<file path="config.mk">
export PLATFORM = sky130hd
export DESIGN_NAME = req_latch4_flat
export DESIGN_NICKNAME = d
export VERILOG_FILES = /design/src/rtl/req_latch4_pkg.sv /design/src/rtl/req_latch4_if.sv /design/src/rtl/req_debounce_ch.sv /design/src/rtl/req_latch4.sv /design/src/flat_wrapper.sv
export SDC_FILE = /design/constraint.sdc
export NUM_CORES = 1
export LEC_CHECK = 0
export ABC_AREA = 1
export CAP_MARGIN = 5
export CELL_PAD_IN_SITES_DETAIL_PLACEMENT = 0
export CELL_PAD_IN_SITES_GLOBAL_PLACEMENT = 1
export CORE_MARGIN = 5
export CORE_UTILIZATION = 43
export CTS_CLUSTER_DIAMETER = 60
export CTS_CLUSTER_SIZE = 14
export DETAILED_ROUTE_END_ITERATION = 10
export PLACE_DENSITY_LB_ADDON = 0.1
export SYNTH_ARGS = -nofsm -noshare
export SYNTH_HDL_FRONTEND = slang
export SYNTH_SLANG_ARGS = --single-unit
</file>
<file path="constraint.sdc">
create_clock -name clk -period 2.97 [get_ports clk]
set_clock_uncertainty 0.05 [all_clocks]
set_input_delay 0.594 -clock clk [delete_from_list [all_inputs] [get_ports clk]]
set_output_delay 0.594 -clock clk [all_outputs]
set_load 0.01 [all_outputs]
</file>
<file path="src/rtl/req_latch4_pkg.sv">
// Shared definitions for the request capture stage and the downstream priority encoder.
package req_latch4_pkg;

  localparam int unsigned NUM_CH = 4;

  typedef logic [NUM_CH-1:0] ch_vec_t;

  typedef enum logic [1:0] {
    CH0 = 2'd0,
    CH1 = 2'd1,
    CH2 = 2'd2,
    CH3 = 2'd3
  } ch_id_t;

  // Highest index wins; the encoder walks the same table.
  localparam ch_id_t PRIO_ORDER [NUM_CH] = '{CH3, CH2, CH1, CH0};

  function automatic int unsigned clog2(input int unsigned v);
    int unsigned r;
    r = 0;
    for (int unsigned i = 0; i < 32; i++) begin
      if ((64'd1 << i) < 64'(v)) r = i + 1;
    end
    return r;
  endfunction

  function automatic ch_vec_t highest_onehot(input ch_vec_t v);
    ch_vec_t r;
    logic    found;
    r     = '0;
    found = 1'b0;
    for (int unsigned k = 0; k < NUM_CH; k++) begin
      if (!found && v[PRIO_ORDER[k]]) begin
        r[PRIO_ORDER[k]] = 1'b1;
        found            = 1'b1;
      end
    end
    return r;
  endfunction

endpackage

</file>
<file path="src/rtl/req_latch4_if.sv">
// Request/retire bundle between the request sources, the capture stage and its consumer.
interface req_latch4_if;
  logic [req_latch4_pkg::NUM_CH-1:0] req_in;
  logic                              ack;
  logic                              y3;
  logic                              y2;
  logic                              y1;
  logic                              y0;
  logic                              valid;
  logic [req_latch4_pkg::NUM_CH-1:0] overrun;

  modport master (
    output req_in, ack,
    input  y3, y2, y1, y0, valid, overrun
  );

  modport slave (
    input  req_in, ack,
    output y3, y2, y1, y0, valid, overrun
  );
endinterface

</file>
<file path="src/rtl/req_debounce_ch.sv">
// One request channel: 2-flop synchronizer, level debouncer, and a one-cycle pulse
// on each accepted debounced rising transition.
module req_debounce_ch
  import req_latch4_pkg::*;
#(
  parameter int unsigned DEBOUNCE_CYCLES = 4
) (
  input  logic clk,
  input  logic rst_n,
  input  logic req_async,
  output logic rise
);

  localparam int unsigned CW = (clog2(DEBOUNCE_CYCLES) < 1) ? 1 : clog2(DEBOUNCE_CYCLES);
  localparam logic [CW-1:0] CNT_LAST = CW'(DEBOUNCE_CYCLES - 1);

  logic          s1;
  logic          s2;
  logic          deb;
  logic [CW-1:0] cnt;
  logic          at_last;

  assign at_last = (cnt == CNT_LAST);

  always_ff @(posedge clk or negedge rst_n) begin
    if (!rst_n) begin
      s1  <= 1'b0;
      s2  <= 1'b0;
      deb <= 1'b0;
      cnt <= '0;
    end else begin
      s1 <= req_async;
      s2 <= s1;
      if (s2 == deb) begin
        cnt <= '0;
      end else if (at_last) begin
        deb <= s2;
        cnt <= '0;
      end else begin
        cnt <= cnt + CW'(1);
      end
    end
  end

  // Fires on the same edge that deb takes the new high level.
  assign rise = s2 & ~deb & at_last;

endmodule

</file>
<file path="src/rtl/req_latch4.sv">
// Four-channel request capture: debounced rising edges become sticky pending bits,
// retired highest-index-first by a single-cycle ack.
module req_latch4
  import req_latch4_pkg::*;
#(
  parameter int unsigned DEBOUNCE_CYCLES = 4
) (
  input  logic         clk,
  input  logic         rst_n,
  req_latch4_if.slave  bus
);

  ch_vec_t rise;
  ch_vec_t pending;
  ch_vec_t overrun_q;
  ch_vec_t clr;
  ch_vec_t pending_next;
  ch_vec_t overrun_next;
  logic    any_pending;

  for (genvar i = 0; i < NUM_CH; i++) begin : g_ch
    req_debounce_ch #(
      .DEBOUNCE_CYCLES(DEBOUNCE_CYCLES)
    ) u_ch (
      .clk       (clk),
      .rst_n     (rst_n),
      .req_async (bus.req_in[i]),
      .rise      (rise[i])
    );
  end

  assign any_pending = |pending;

  // A retire clear beats a concurrent overrun set; a new rise beats a retire clear.
  always_comb begin
    clr          = '0;
    pending_next = pending;
    overrun_next = overrun_q;
    if (bus.ack && any_pending) clr = highest_onehot(pending);
    for (int unsigned i = 0; i < NUM_CH; i++) begin
      if (clr[i])                      overrun_next[i] = 1'b0;
      else if (rise[i] && pending[i])  overrun_next[i] = 1'b1;
    end
    pending_next = (pending & ~clr) | rise;
  end

  always_ff @(posedge clk or negedge rst_n) begin
    if (!rst_n) begin
      pending   <= '0;
      overrun_q <= '0;
    end else begin
      pending   <= pending_next;
      overrun_q <= overrun_next;
    end
  end

  assign bus.y3      = pending[3];
  assign bus.y2      = pending[2];
  assign bus.y1      = pending[1];
  assign bus.y0      = pending[0];
  assign bus.valid   = any_pending;
  assign bus.overrun = overrun_q;

endmodule

</file>
<file path="src/flat_wrapper.sv">
// flat-port wrapper written by rule: the top's interface ports become plain ports
module req_latch4_flat import req_latch4_pkg::*;
#(
  parameter int unsigned DEBOUNCE_CYCLES = 4
)
  (clk, rst_n, bus_req_in, bus_ack, bus_y3, bus_y2, bus_y1, bus_y0, bus_valid, bus_overrun);
  req_latch4_if bus_i ();
  input  logic clk;
  input  logic rst_n;
  input wire logic [$bits(bus_i.req_in)-1:0] bus_req_in;
  input wire logic [$bits(bus_i.ack)-1:0] bus_ack;
  output wire logic [$bits(bus_i.y3)-1:0] bus_y3;
  output wire logic [$bits(bus_i.y2)-1:0] bus_y2;
  output wire logic [$bits(bus_i.y1)-1:0] bus_y1;
  output wire logic [$bits(bus_i.y0)-1:0] bus_y0;
  output wire logic [$bits(bus_i.valid)-1:0] bus_valid;
  output wire logic [$bits(bus_i.overrun)-1:0] bus_overrun;
  assign bus_i.req_in = bus_req_in;
  assign bus_i.ack = bus_ack;
  assign bus_y3 = bus_i.y3;
  assign bus_y2 = bus_i.y2;
  assign bus_y1 = bus_i.y1;
  assign bus_y0 = bus_i.y0;
  assign bus_valid = bus_i.valid;
  assign bus_overrun = bus_i.overrun;
  req_latch4 #(.DEBOUNCE_CYCLES(DEBOUNCE_CYCLES)) u_core (.clk(clk), .rst_n(rst_n), .bus(bus_i));
endmodule
</file>
==> results.yml <==
grt:
  grt_pass1_vias: 747
  grt_start_max_net_pins: 29
  gr-total-overflow: 0
  grt_pass1_wl_um: 3110
  grt_util_all_layers: 0.114
  antenna_found_initial: 0
cells_and_area:
  drive_gt1_frac: 0.0560
  finalInstanceArea_um2: 1340
  diodes: 0
  nets: 141
  area_delta_synth_final_pct: 22.7
routing:
  drt.antenna.violating_nets: 0
  first_pass_iters: 4
  drc_errors: 0
  routed_wirelength_um: 1710
  routedWlPerCell_um: 11.0
  drtIter0Drc: 13
  vias: 722
  viasPerCell: 4.66
floorplan:
  fp.dieW_um: 60.4
  core_area_um2: 2450
  ioPinCount: 16
  die-area_um2: 3650
  placementRows: 18
  initial_utilization: 0.445
  die_h_um: 60.4
worst_setup_path:
  startpoint: "u_core.pending[2]$_DFF_PN0_"
  critPathLaunchType: "flip-flop"
  reg2reg_from: "u_core.g_ch[0].u_ch.s2$_DFF_PN0_"
  crit_arrival_ps: 1470
  critPathCaptureType: "primary output"
  crit_path_max_fanout: 5
  max_stage_delay_ps: 470
  path_delay_family: "buffers and inverters"
  crit_buf_inv: 1
  crit_type: "reg -> out"
  slowest_stage: "clkdlybuf4s50_1"
  crit_chain: "nor2_2 > nand2_1 > clkdlybuf4s50_1"
  critPathRequiredTime_ps: 2330
yosys:
  avgSynthCellArea_um2: 10.4
  ys_top_cells_by_area: "dfrtp_1 (64%), ha_1 (9.2%), nand2_1 (7.9%)"
  syn-num-nets: 120
  ys_seq_area_frac: 0.641
  syn_area_um2: 1090
  synth_cell_types: 14
  synth_top_cell_area_share: 0.641
  synth_seq_cells: 28
  synth_top_area_cell: "dfrtp_1"
  synth_cells: 105
  yosysWarnings: 0
timing:
  fin_setup_tns_ps: 0
  grt_setup_unrepaired: "no"
  setup_viol: 0
  fmax_mhz: 474
  hold_viol: 0
  maxSlewHeadroom: 0.770
  post-route-min-period_ps: 2110
  slew_violations: 0
  fin_crit_sh: 0.710
  max_slew.worst_pin.slew_ps: 346
clocking:
  clock_sinks: 28
  clk_path_buf_depth: 2
  h-tree-depth: 1
  cts.repair.resized: 0
  clockRootBuffer: "clkbuf_4"
  clk_latency_ps: 320
  postCtsHoldBufs: 0
  cts_buffers: 3
  cts_tree: "done"
  clkTransAtPathRegs_ps: 150
  cts_setup_buffers: 0
placement:
  dpl_cell_area_um2: 1290
  routabilityCongestion: 0.728
  dp_hpwl_um: 1270
  portBuffers: 15
worst_hold_path:
  hold_path_class: "reg -> reg"
  hp-start: "u_core.g_ch[0].u_ch.s1$_DFF_PN0_"
run:
  drv_cap: 0
outcome:
  status: "finished, final reports clean"
power:
  p_per_area_nw_per_um2: 894
  ir_worst_vdd_v: 0.000503
  p_leak_nw: 0.688
-- cells in the mapped netlist, drive strengths merged --
cell and count:
o21a 1, a21oi 4, nor2 12, a22oi 1
o21ai 2, nor3 4, ha 8, inv 17
nand3 5, nand2 23, dfrtp 28
-- power breakdown --
part,switching (mW),internal (mW)
Clock,0.107,0.136
Combinational,0.205,0.197
Sequential,0.0622,0.491
Total,0.374,0.824
-- area by class of cell --
| type | instances | area [um2] |
|---|---|---|
| Fill cell | 232 | 1110 |
| Tap cell | 30 | 37.5 |
| Timing Repair Buffer | 16 | 158 |
| Inverter | 17 | 63.8 |
| Sequential cell | 28 | 701 |
| Clock inverter | 1 | 30.0 |
| Clock buffer | 3 | 22.5 |
| Multi-Input combinational cell | 60 | 329 |
-- state kept, by name, summed over array words and instances (netlist names) --
register	count
u_core.g_ch.u_ch.cnt	8
u_core.bus.overrun	4
u_core.g_ch.u_ch.deb	4
u_core.g_ch.u_ch.s1	4
u_core.g_ch.u_ch.s2	4
u_core.pending	4
-- cell usage in the layout (no fill, tap or decap), drive strengths merged --
cell type and count:
nor3 4, nor2 12, a22oi 1, nand3 5, buf 1, o21ai 2, inv 17, bufinv 1
clkdlybuf4s50 15, o21a 1, dfrtp 28, ha 8, nand2 23, a21oi 4, clkbuf 3
-- per-layer routing --
| layer | routed length, um | GRT usage | up-vias | share of wire |
|---|---|---|---|---|
| li1 | - | - | 369 | - |
| met1 | 765 | 0.141 | 340 | 0.45 |
| met2 | 844 | 0.199 | 11 | 0.49 |
| met3 | 79 | 0.0191 | 2 | 0.046 |
| met4 | 18 | 0.0464 | 0 | 0.011 |
| met5 | 0 | 0 | - | 0 |
-- per-stage QoR --
step | setup slack [ps] | power (mW) | utilization | hold slack, ps | std cells
final | 861 | 1.20 | 0.546 | 316 | 155
after global routing | 781 | 1.30 | 0.546 | 329 | 155
after floorplan | 1650 | 0.796 | - | 248 | 105
after CTS | 853 | 1.22 | 0.546 | 318 | 155
after global placement | 1260 | 0.952 | 0.525 | 283 | 151
after detailed placement | 1240 | 0.968 | 0.525 | 285 | 151
-- logic make-up after synthesis --
kind of cell / synth area share
and+or+nand+nor: 0.168
DFF: 0.641
buffers and inverters: 0.0584
AOI/OAI and AO/OA: 0.0412
adders and majority gates: 0.0915
-- worst reg2reg max path, cell delays in order (launching register included) --
cell	delay (ps)
dfrtp_1	410
ha_1	340
inv_1	70
nand2_1	60
nor2_1	80
a21oi_1	40
-- path summary, 6_finish.rpt --
kind                                                        end  slack [ps]  cells after the start
min                            u_core.g_ch[0].u_ch.s2$_DFF_PN0_         320                      0
max reg2reg                 u_core.g_ch[0].u_ch.deb$_DFFE_PN0P_        1820                      5
min in group asynchronous     u_core.bus.overrun[3]$_DFFE_PN0P_         570                      2
max                                                   bus_valid         860                      3
min reg2reg                    u_core.g_ch[0].u_ch.s2$_DFF_PN0_         320                      0
max in group asynchronous  u_core.g_ch[2].u_ch.cnt[0]$_DFF_PN0_        2040                      2
No activity file was read; power rests on OpenSTA's default activity.
